File: config.mk
export PLATFORM = sky130hd
export DESIGN_NAME = bubble_sort_ctrl_flat
export DESIGN_NICKNAME = d
export VERILOG_FILES = /design/src/rtl/bubble_sort_ctrl_pkg.sv /design/src/rtl/bubble_sort_ctrl_if.sv /design/src/rtl/bubble_sort_ctrl.sv /design/src/flat_wrapper.sv
export SDC_FILE = /design/constraint.sdc
export NUM_CORES = 1
export LEC_CHECK = 0
export BUFFER_PORTS_ARGS = -buffer_cell sky130_fd_sc_hd__buf_4
export CAP_MARGIN = 15
export CORE_ASPECT_RATIO = 0.8
export CORE_MARGIN = 8
export CORE_UTILIZATION = 57
export CTS_CLUSTER_SIZE = 12
export DETAILED_ROUTE_END_ITERATION = 8
export PLACE_DENSITY = 0.86
export SLEW_MARGIN = 20
export SYNTH_ARGS = -nofsm -noshare
export SYNTH_HDL_FRONTEND = slang
export SYNTH_SLANG_ARGS = --single-unit
File: constraint.sdc
create_clock -name clk -period 5.8 [get_ports clk]
set_input_delay 0.29 -clock clk [delete_from_list [all_inputs] [get_ports clk]]
set_output_delay 0.29 -clock clk [all_outputs]
set_load 0.03 [all_outputs]
File: src/rtl/bubble_sort_ctrl_pkg.sv
// Shared sort definitions: ALU opcodes and the controller's state encoding.
package sort_pkg;

    localparam logic [1:0] ADD     = 2'b00;
    localparam logic [1:0] SUB     = 2'b01;
    localparam logic [1:0] ADD_1   = 2'b10;
    localparam logic [1:0] COMPARE = 2'b11;

    typedef enum logic [3:0] {
        IDLE,
        RD0,
        RD1,
        RD2,
        CMP,
        SW0,
        SW1,
        ADV,
        DONE
    } state_e;

endpackage

File: src/rtl/bubble_sort_ctrl_if.sv
// Start/done handshake plus RAM and ALU bus of the bubble-sort controller.
interface bubble_sort_ctrl_if #(
    parameter int DATA_WIDTH = 16,
    parameter int ADDR_WIDTH = 4,
    parameter int CNT_WIDTH  = 16
);

    logic                  start;
    logic [ADDR_WIDTH:0]   len;
    logic                  busy;
    logic                  done;
    logic [ADDR_WIDTH-1:0] mem_addr;
    logic [DATA_WIDTH-1:0] mem_rd_data;
    logic                  mem_wr_en;
    logic [DATA_WIDTH-1:0] mem_wr_data;
    logic [1:0]            alu_sel;
    logic [DATA_WIDTH-1:0] alu_in_1;
    logic [DATA_WIDTH-1:0] alu_in_2;
    logic                  alu_lt;
    logic                  alu_eq;
    logic                  alu_gt;
    logic [CNT_WIDTH-1:0]  swap_count;
    logic [CNT_WIDTH-1:0]  pass_count;

    modport master (
        input  start, len, mem_rd_data, alu_lt, alu_eq, alu_gt,
        output busy, done, mem_addr, mem_wr_en, mem_wr_data,
               alu_sel, alu_in_1, alu_in_2, swap_count, pass_count
    );

    modport slave (
        output start, len, mem_rd_data, alu_lt, alu_eq, alu_gt,
        input  busy, done, mem_addr, mem_wr_en, mem_wr_data,
               alu_sel, alu_in_1, alu_in_2, swap_count, pass_count
    );

endinterface

File: src/rtl/bubble_sort_ctrl.sv
// Bubble-sort sequencer: reads pairs from RAM, compares them on the ALU,
// writes back swapped pairs and repeats passes until a pass makes no swap.
module bubble_sort_ctrl
    import sort_pkg::*;
#(
    parameter int DATA_WIDTH = 16,
    parameter int ADDR_WIDTH = 4,
    parameter int CNT_WIDTH  = 16
) (
    input  logic               clk,
    input  logic               rst,
    bubble_sort_ctrl_if.master bus
);

    localparam logic [ADDR_WIDTH:0] DEPTH_V = {1'b1, {ADDR_WIDTH{1'b0}}};
    localparam logic [ADDR_WIDTH:0] ONE_V   = {{ADDR_WIDTH{1'b0}}, 1'b1};

    state_e                state_q, state_d;
    logic [ADDR_WIDTH:0]   idx_q, idx_d;
    logic [ADDR_WIDTH:0]   limit_q, limit_d;
    logic                  swapped_q, swapped_d;
    logic [DATA_WIDTH-1:0] a_reg_q, a_reg_d;
    logic [DATA_WIDTH-1:0] b_reg_q, b_reg_d;
    logic [CNT_WIDTH-1:0]  swap_cnt_q, swap_cnt_d;
    logic [CNT_WIDTH-1:0]  pass_cnt_q, pass_cnt_d;

    logic [ADDR_WIDTH:0]   len_sat;
    logic [ADDR_WIDTH:0]   idx_p1;
    logic                  unused_flags;

    // Only alu_gt decides a swap; lt/eq are part of the bus but not needed.
    assign unused_flags = ^{bus.alu_lt, bus.alu_eq};

    always_ff @(posedge clk) begin
        if (rst) begin
            state_q    <= IDLE;
            idx_q      <= '0;
            limit_q    <= '0;
            swapped_q  <= 1'b0;
            a_reg_q    <= '0;
            b_reg_q    <= '0;
            swap_cnt_q <= '0;
            pass_cnt_q <= '0;
        end else begin
            state_q    <= state_d;
            idx_q      <= idx_d;
            limit_q    <= limit_d;
            swapped_q  <= swapped_d;
            a_reg_q    <= a_reg_d;
            b_reg_q    <= b_reg_d;
            swap_cnt_q <= swap_cnt_d;
            pass_cnt_q <= pass_cnt_d;
        end
    end

    always_comb begin
        state_d         = state_q;
        idx_d           = idx_q;
        limit_d         = limit_q;
        swapped_d       = swapped_q;
        a_reg_d         = a_reg_q;
        b_reg_d         = b_reg_q;
        swap_cnt_d      = swap_cnt_q;
        pass_cnt_d      = pass_cnt_q;
        bus.mem_addr    = '0;
        bus.mem_wr_en   = 1'b0;
        bus.mem_wr_data = '0;
        bus.alu_sel     = ADD;

        len_sat = (bus.len > DEPTH_V) ? DEPTH_V : bus.len;
        idx_p1  = idx_q + 1'b1;

        case (state_q)
            IDLE: begin
                if (bus.start) begin
                    swap_cnt_d = '0;
                    if (len_sat[ADDR_WIDTH:1] == '0) begin
                        pass_cnt_d = '0;
                        state_d    = DONE;
                    end else begin
                        idx_d      = '0;
                        limit_d    = len_sat - 1'b1;
                        swapped_d  = 1'b0;
                        pass_cnt_d = {{(CNT_WIDTH-1){1'b0}}, 1'b1};
                        state_d    = RD0;
                    end
                end
            end
            RD0: begin
                bus.mem_addr = idx_q[ADDR_WIDTH-1:0];
                state_d      = RD1;
            end
            RD1: begin
                bus.mem_addr = idx_p1[ADDR_WIDTH-1:0];
                a_reg_d      = bus.mem_rd_data;
                state_d      = RD2;
            end
            RD2: begin
                b_reg_d = bus.mem_rd_data;
                state_d = CMP;
            end
            CMP: begin
                bus.alu_sel = COMPARE;
                state_d     = bus.alu_gt ? SW0 : ADV;
            end
            SW0: begin
                bus.mem_wr_en   = 1'b1;
                bus.mem_addr    = idx_q[ADDR_WIDTH-1:0];
                bus.mem_wr_data = b_reg_q;
                state_d         = SW1;
            end
            SW1: begin
                bus.mem_wr_en   = 1'b1;
                bus.mem_addr    = idx_p1[ADDR_WIDTH-1:0];
                bus.mem_wr_data = a_reg_q;
                swapped_d       = 1'b1;
                swap_cnt_d      = (&swap_cnt_q) ? swap_cnt_q : swap_cnt_q + 1'b1;
                state_d         = ADV;
            end
            ADV: begin
                if (idx_p1 == limit_q) begin
                    if (!swapped_q || limit_q == ONE_V) begin
                        state_d = DONE;
                    end else begin
                        limit_d    = limit_q - 1'b1;
                        idx_d      = '0;
                        swapped_d  = 1'b0;
                        pass_cnt_d = (&pass_cnt_q) ? pass_cnt_q : pass_cnt_q + 1'b1;
                        state_d    = RD0;
                    end
                end else begin
                    idx_d   = idx_p1;
                    state_d = RD0;
                end
            end
            DONE:    state_d = IDLE;
            default: state_d = IDLE;
        endcase
    end

    assign bus.busy       = (state_q != IDLE) && (state_q != DONE);
    assign bus.done       = (state_q == DONE);
    assign bus.alu_in_1   = a_reg_q;
    assign bus.alu_in_2   = b_reg_q;
    assign bus.swap_count = swap_cnt_q;
    assign bus.pass_count = pass_cnt_q;

endmodule
File: src/flat_wrapper.sv
// flat-port wrapper written by rule: the top's interface ports become plain ports
module bubble_sort_ctrl_flat import sort_pkg::*;
#(
    parameter int DATA_WIDTH = 16,
    parameter int ADDR_WIDTH = 4,
    parameter int CNT_WIDTH  = 16
)
  (clk, rst, bus_start, bus_len, bus_mem_rd_data, bus_alu_lt, bus_alu_eq, bus_alu_gt, bus_busy, bus_done, bus_mem_addr, bus_mem_wr_en, bus_mem_wr_data, bus_alu_sel, bus_alu_in_1, bus_alu_in_2, bus_swap_count, bus_pass_count);
  bubble_sort_ctrl_if #(.DATA_WIDTH(DATA_WIDTH), .ADDR_WIDTH(ADDR_WIDTH), .CNT_WIDTH(CNT_WIDTH)) bus_i ();
  input  logic clk;
  input  logic rst;
  input wire logic [$bits(bus_i.start)-1:0] bus_start;
  input wire logic [$bits(bus_i.len)-1:0] bus_len;
  input wire logic [$bits(bus_i.mem_rd_data)-1:0] bus_mem_rd_data;
  input wire logic [$bits(bus_i.alu_lt)-1:0] bus_alu_lt;
  input wire logic [$bits(bus_i.alu_eq)-1:0] bus_alu_eq;
  input wire logic [$bits(bus_i.alu_gt)-1:0] bus_alu_gt;
  output wire logic [$bits(bus_i.busy)-1:0] bus_busy;
  output wire logic [$bits(bus_i.done)-1:0] bus_done;
  output wire logic [$bits(bus_i.mem_addr)-1:0] bus_mem_addr;
  output wire logic [$bits(bus_i.mem_wr_en)-1:0] bus_mem_wr_en;
  output wire logic [$bits(bus_i.mem_wr_data)-1:0] bus_mem_wr_data;
  output wire logic [$bits(bus_i.alu_sel)-1:0] bus_alu_sel;
  output wire logic [$bits(bus_i.alu_in_1)-1:0] bus_alu_in_1;
  output wire logic [$bits(bus_i.alu_in_2)-1:0] bus_alu_in_2;
  output wire logic [$bits(bus_i.swap_count)-1:0] bus_swap_count;
  output wire logic [$bits(bus_i.pass_count)-1:0] bus_pass_count;
  assign bus_i.start = bus_start;
  assign bus_i.len = bus_len;
  assign bus_i.mem_rd_data = bus_mem_rd_data;
  assign bus_i.alu_lt = bus_alu_lt;
  assign bus_i.alu_eq = bus_alu_eq;
  assign bus_i.alu_gt = bus_alu_gt;
  assign bus_busy = bus_i.busy;
  assign bus_done = bus_i.done;
  assign bus_mem_addr = bus_i.mem_addr;
  assign bus_mem_wr_en = bus_i.mem_wr_en;
  assign bus_mem_wr_data = bus_i.mem_wr_data;
  assign bus_alu_sel = bus_i.alu_sel;
  assign bus_alu_in_1 = bus_i.alu_in_1;
  assign bus_alu_in_2 = bus_i.alu_in_2;
  assign bus_swap_count = bus_i.swap_count;
  assign bus_pass_count = bus_i.pass_count;
  bubble_sort_ctrl #(.DATA_WIDTH(DATA_WIDTH), .ADDR_WIDTH(ADDR_WIDTH), .CNT_WIDTH(CNT_WIDTH)) u_core (.clk(clk), .rst(rst), .bus(bus_i));
endmodule
==> reports/results.txt <==
Status: completed
RSZ-0062 raised after global routing: false
Post-CTS sizing: 0
Vias in the first global route: 3801
PD cells: 242 nW/um2
CTS Hold Buffers Added: 0
Most frequent cells in the layout: 113 x buf_4, 95 x nand2_1, 79 x dfxtp_1
Worst Hold End: u_core.bus.alu_in_1[7]$_SDFFE_PP0P_
FMAX: 0.365 GHz
Worst Hold Launch: bus_mem_rd_data[7]
Reg2reg path depth: 5
Mean post-synth cell area: 8.30 um2
Startpoint types: flip-flop
Clock Skew: 11.7 ps
Pins Over Slew Limit: 0
Largest net degree at the start of global routing: 54
Via count: 4051
TritonCTS clock tree: built
Final WL: 11400 um
Initial Util: 0.595
Core ar.: 6960 um2
Fillers: 532
Die ar.: 10300 um2
Overall routing resource usage: 0.210
DRT iter0 DRCs: 288
Worst Setup End Kind: primary output
DR vias/cell: 5.89
CP Class: reg2out
Port buffer count: 113
FP Rows: 27
R2R setup slack: 3220 ps
Routability congestion estimate: 0.845
Die Y: 92.3 um
Routed len/inst: 16.6 um
Hold Path Cell Cnt: 3
Worst hold path type: in2reg
Initial antenna violation count: 0
H-tree depth: 3
Synth Flop Type: dfxtp_1
Final Cycle Share: 0.472
Area delta synth->final: 26.0%
Nets: 630
Final hold vios: 0
CTS clk-pin slew, worst paths: 80 ps
Min cycle time layout: 2740 ps
Setup bufs post-CTS: 0
Worst relative slew slack: 0.279
Yosys cell types: 69
Antenna-violating nets left: 0
Cells after DPL: 673
# DRC: 0
Max-cap violations: 0
Total gr overflow: 0
Critical Path AT: 2450 ps
Setup violators final: 0
YS warnings: 0
IO Count: 116
Ys async rst share: 0
Layout cell share with drive strength beyond 1: 0.258
Post-Syn Area: 4140 um2
Number of buffers created by CTS: 9
Commonest non-fill, non-tap cell in the layout: buf_4
TNS Setup: 0 ps
Post-synth EDFFs: 0
Non-filler cells, final: 688
Hpwl dp: 8260 um
Worst-path fanout max: 16
CP required: 5510 ps
Max VDD drop: 0.000179 V
Clock Root Buffer: clkbuf_8
Clk sinks: 79
End of the worst register-to-register path: u_core.bus.pass_count[13]$_SDFFE_PP0P_
LEAKAGE: 2.09 nW
Seq cells post-synth: 79
Reg2reg start: u_core.state_q[0]$_SDFFE_PP0P_
CTS max path bufs: 2
Antenna Cells: 0
Clk_lat worst skew: 350 ps
Die span in x: 111 um
Initial DRT Pass Iterations: 5
Synthesized net count: 532
Syn Inst Count: 499
First-pass GRT wire length: 18300 um
Worst Tran Pin Value: 1080 ps
Share of the yosys chip area belonging to registers: 0.382
worst max-delay path, cell delays in order (launching register included):
cell,delay (ps)
dfxtp_1,590
nor2b_1,450
and3_1,660
a22o_1,240
buf_4,160
flip-flops by register name, indices dropped and copies added, names as in the netlist:
register and flops:
u_core.bus.alu_in_1 16, u_core.bus.alu_in_2 16, u_core.bus.pass_count 16, u_core.bus.swap_count 16, u_core.idx_q 5, u_core.limit_q 5
u_core.state_q 4, u_core.swapped_q 1
synth_stat cells, types with 8 or more instances:
cell type  number  area share
nor3_1         11       0.013
nand2_1        95       0.086
clkbuf_1       16       0.014
a22o_1         17       0.036
xor2_1          8       0.017
dfxtp_1        79        0.38
nand2b_1       11       0.017
nand3_1        16       0.019
xnor2_1        20       0.042
a211oi_1        9       0.016
inv_1          11       0.010
nand4_1         8       0.012
nor2_1         42       0.038
a21oi_1        45       0.054
report_power, final:
part,internal [mW],total [mW],switching (mW)
sequential,0.558,0.582,0.0241
combinational,0.0677,0.186,0.118
clock,0.296,0.496,0.200
total,0.922,1.26,0.342
metal layers:
metal | vias to the layer above | share of wire | global-route usage
met5 | - | 0 | 0
met4 | 0 | 0.012 | 0.0509
met3 | 14 | 0.066 | 0.0697
met2 | 138 | 0.47 | 0.348
met1 | 1936 | 0.45 | 0.258
li1 | 1963 | - | -
cell families after synthesis:
| logic type | after synthesis | synth area share |
|---|---|---|
| xor gates and xnor gates | 29 | 0.0631 |
| AOI/OAI and AO/OA | 117 | 0.211 |
| and+or+nand+nor | 224 | 0.267 |
| adders and majority gates | 6 | 0.0181 |
| DFF | 79 | 0.382 |
| buffers and inverters | 37 | 0.0414 |
| muxes | 7 | 0.0175 |
how the worst max path moves through the flow:
stage                                    from                                endpoint  slack [ps]  depth (start not counted)
3_5_place_dp   u_core.state_q[0]$_SDFFE_PP0P_  u_core.bus.pass_count[13]$_SDFFE_PP0P_        3200                          5
2_1_floorplan    u_core.idx_q[0]$_SDFFE_PP0P_   u_core.bus.pass_count[4]$_SDFFE_PP0P_        3610                          8
5_1_grt        u_core.state_q[0]$_SDFFE_PP0P_                      bus_mem_wr_data[7]        2910                          4
6_report       u_core.state_q[0]$_SDFFE_PP0P_                     bus_mem_wr_data[12]        3060                          4
3_3_place_gp   u_core.state_q[0]$_SDFFE_PP0P_  u_core.bus.pass_count[11]$_SDFFE_PP0P_        3300                          5
4_1_cts        u_core.state_q[0]$_SDFFE_PP0P_                     bus_mem_wr_data[12]        3040                          4
area by class of cell:
type / instances / area, um2 / share of cell area
Tap cell: 87 / 109 / 0.0209
Inverter: 11 / 41.3 / 0.00791
Multi-Input combinational cell: 383 / 2400 / 0.459
Clock buffer: 10 / 138 / 0.0264
Sequential cell: 79 / 1580 / 0.303
Clock inverter: 5 / 106 / 0.0204
Timing Repair Buffer: 113 / 848 / 0.163
stage by stage:
step / hold WS, ps / area (um2) / utilization / setup WS [ps] / power (mW)
finish: 191 / 5220 / 0.750 / 3060 / 1.26
global route: 176 / 5220 / 0.750 / 2910 / 1.31
CTS: 176 / 5220 / 0.750 / 3040 / 1.27
detailed placement: 471 / 4980 / 0.715 / 3200 / 0.778
global placement: 462 / 4980 / 0.715 / 3300 / 0.772
floorplan: 426 / 4140 / - / 3610 / 0.719
Note: power is estimated with default switching activity, not from simulation.
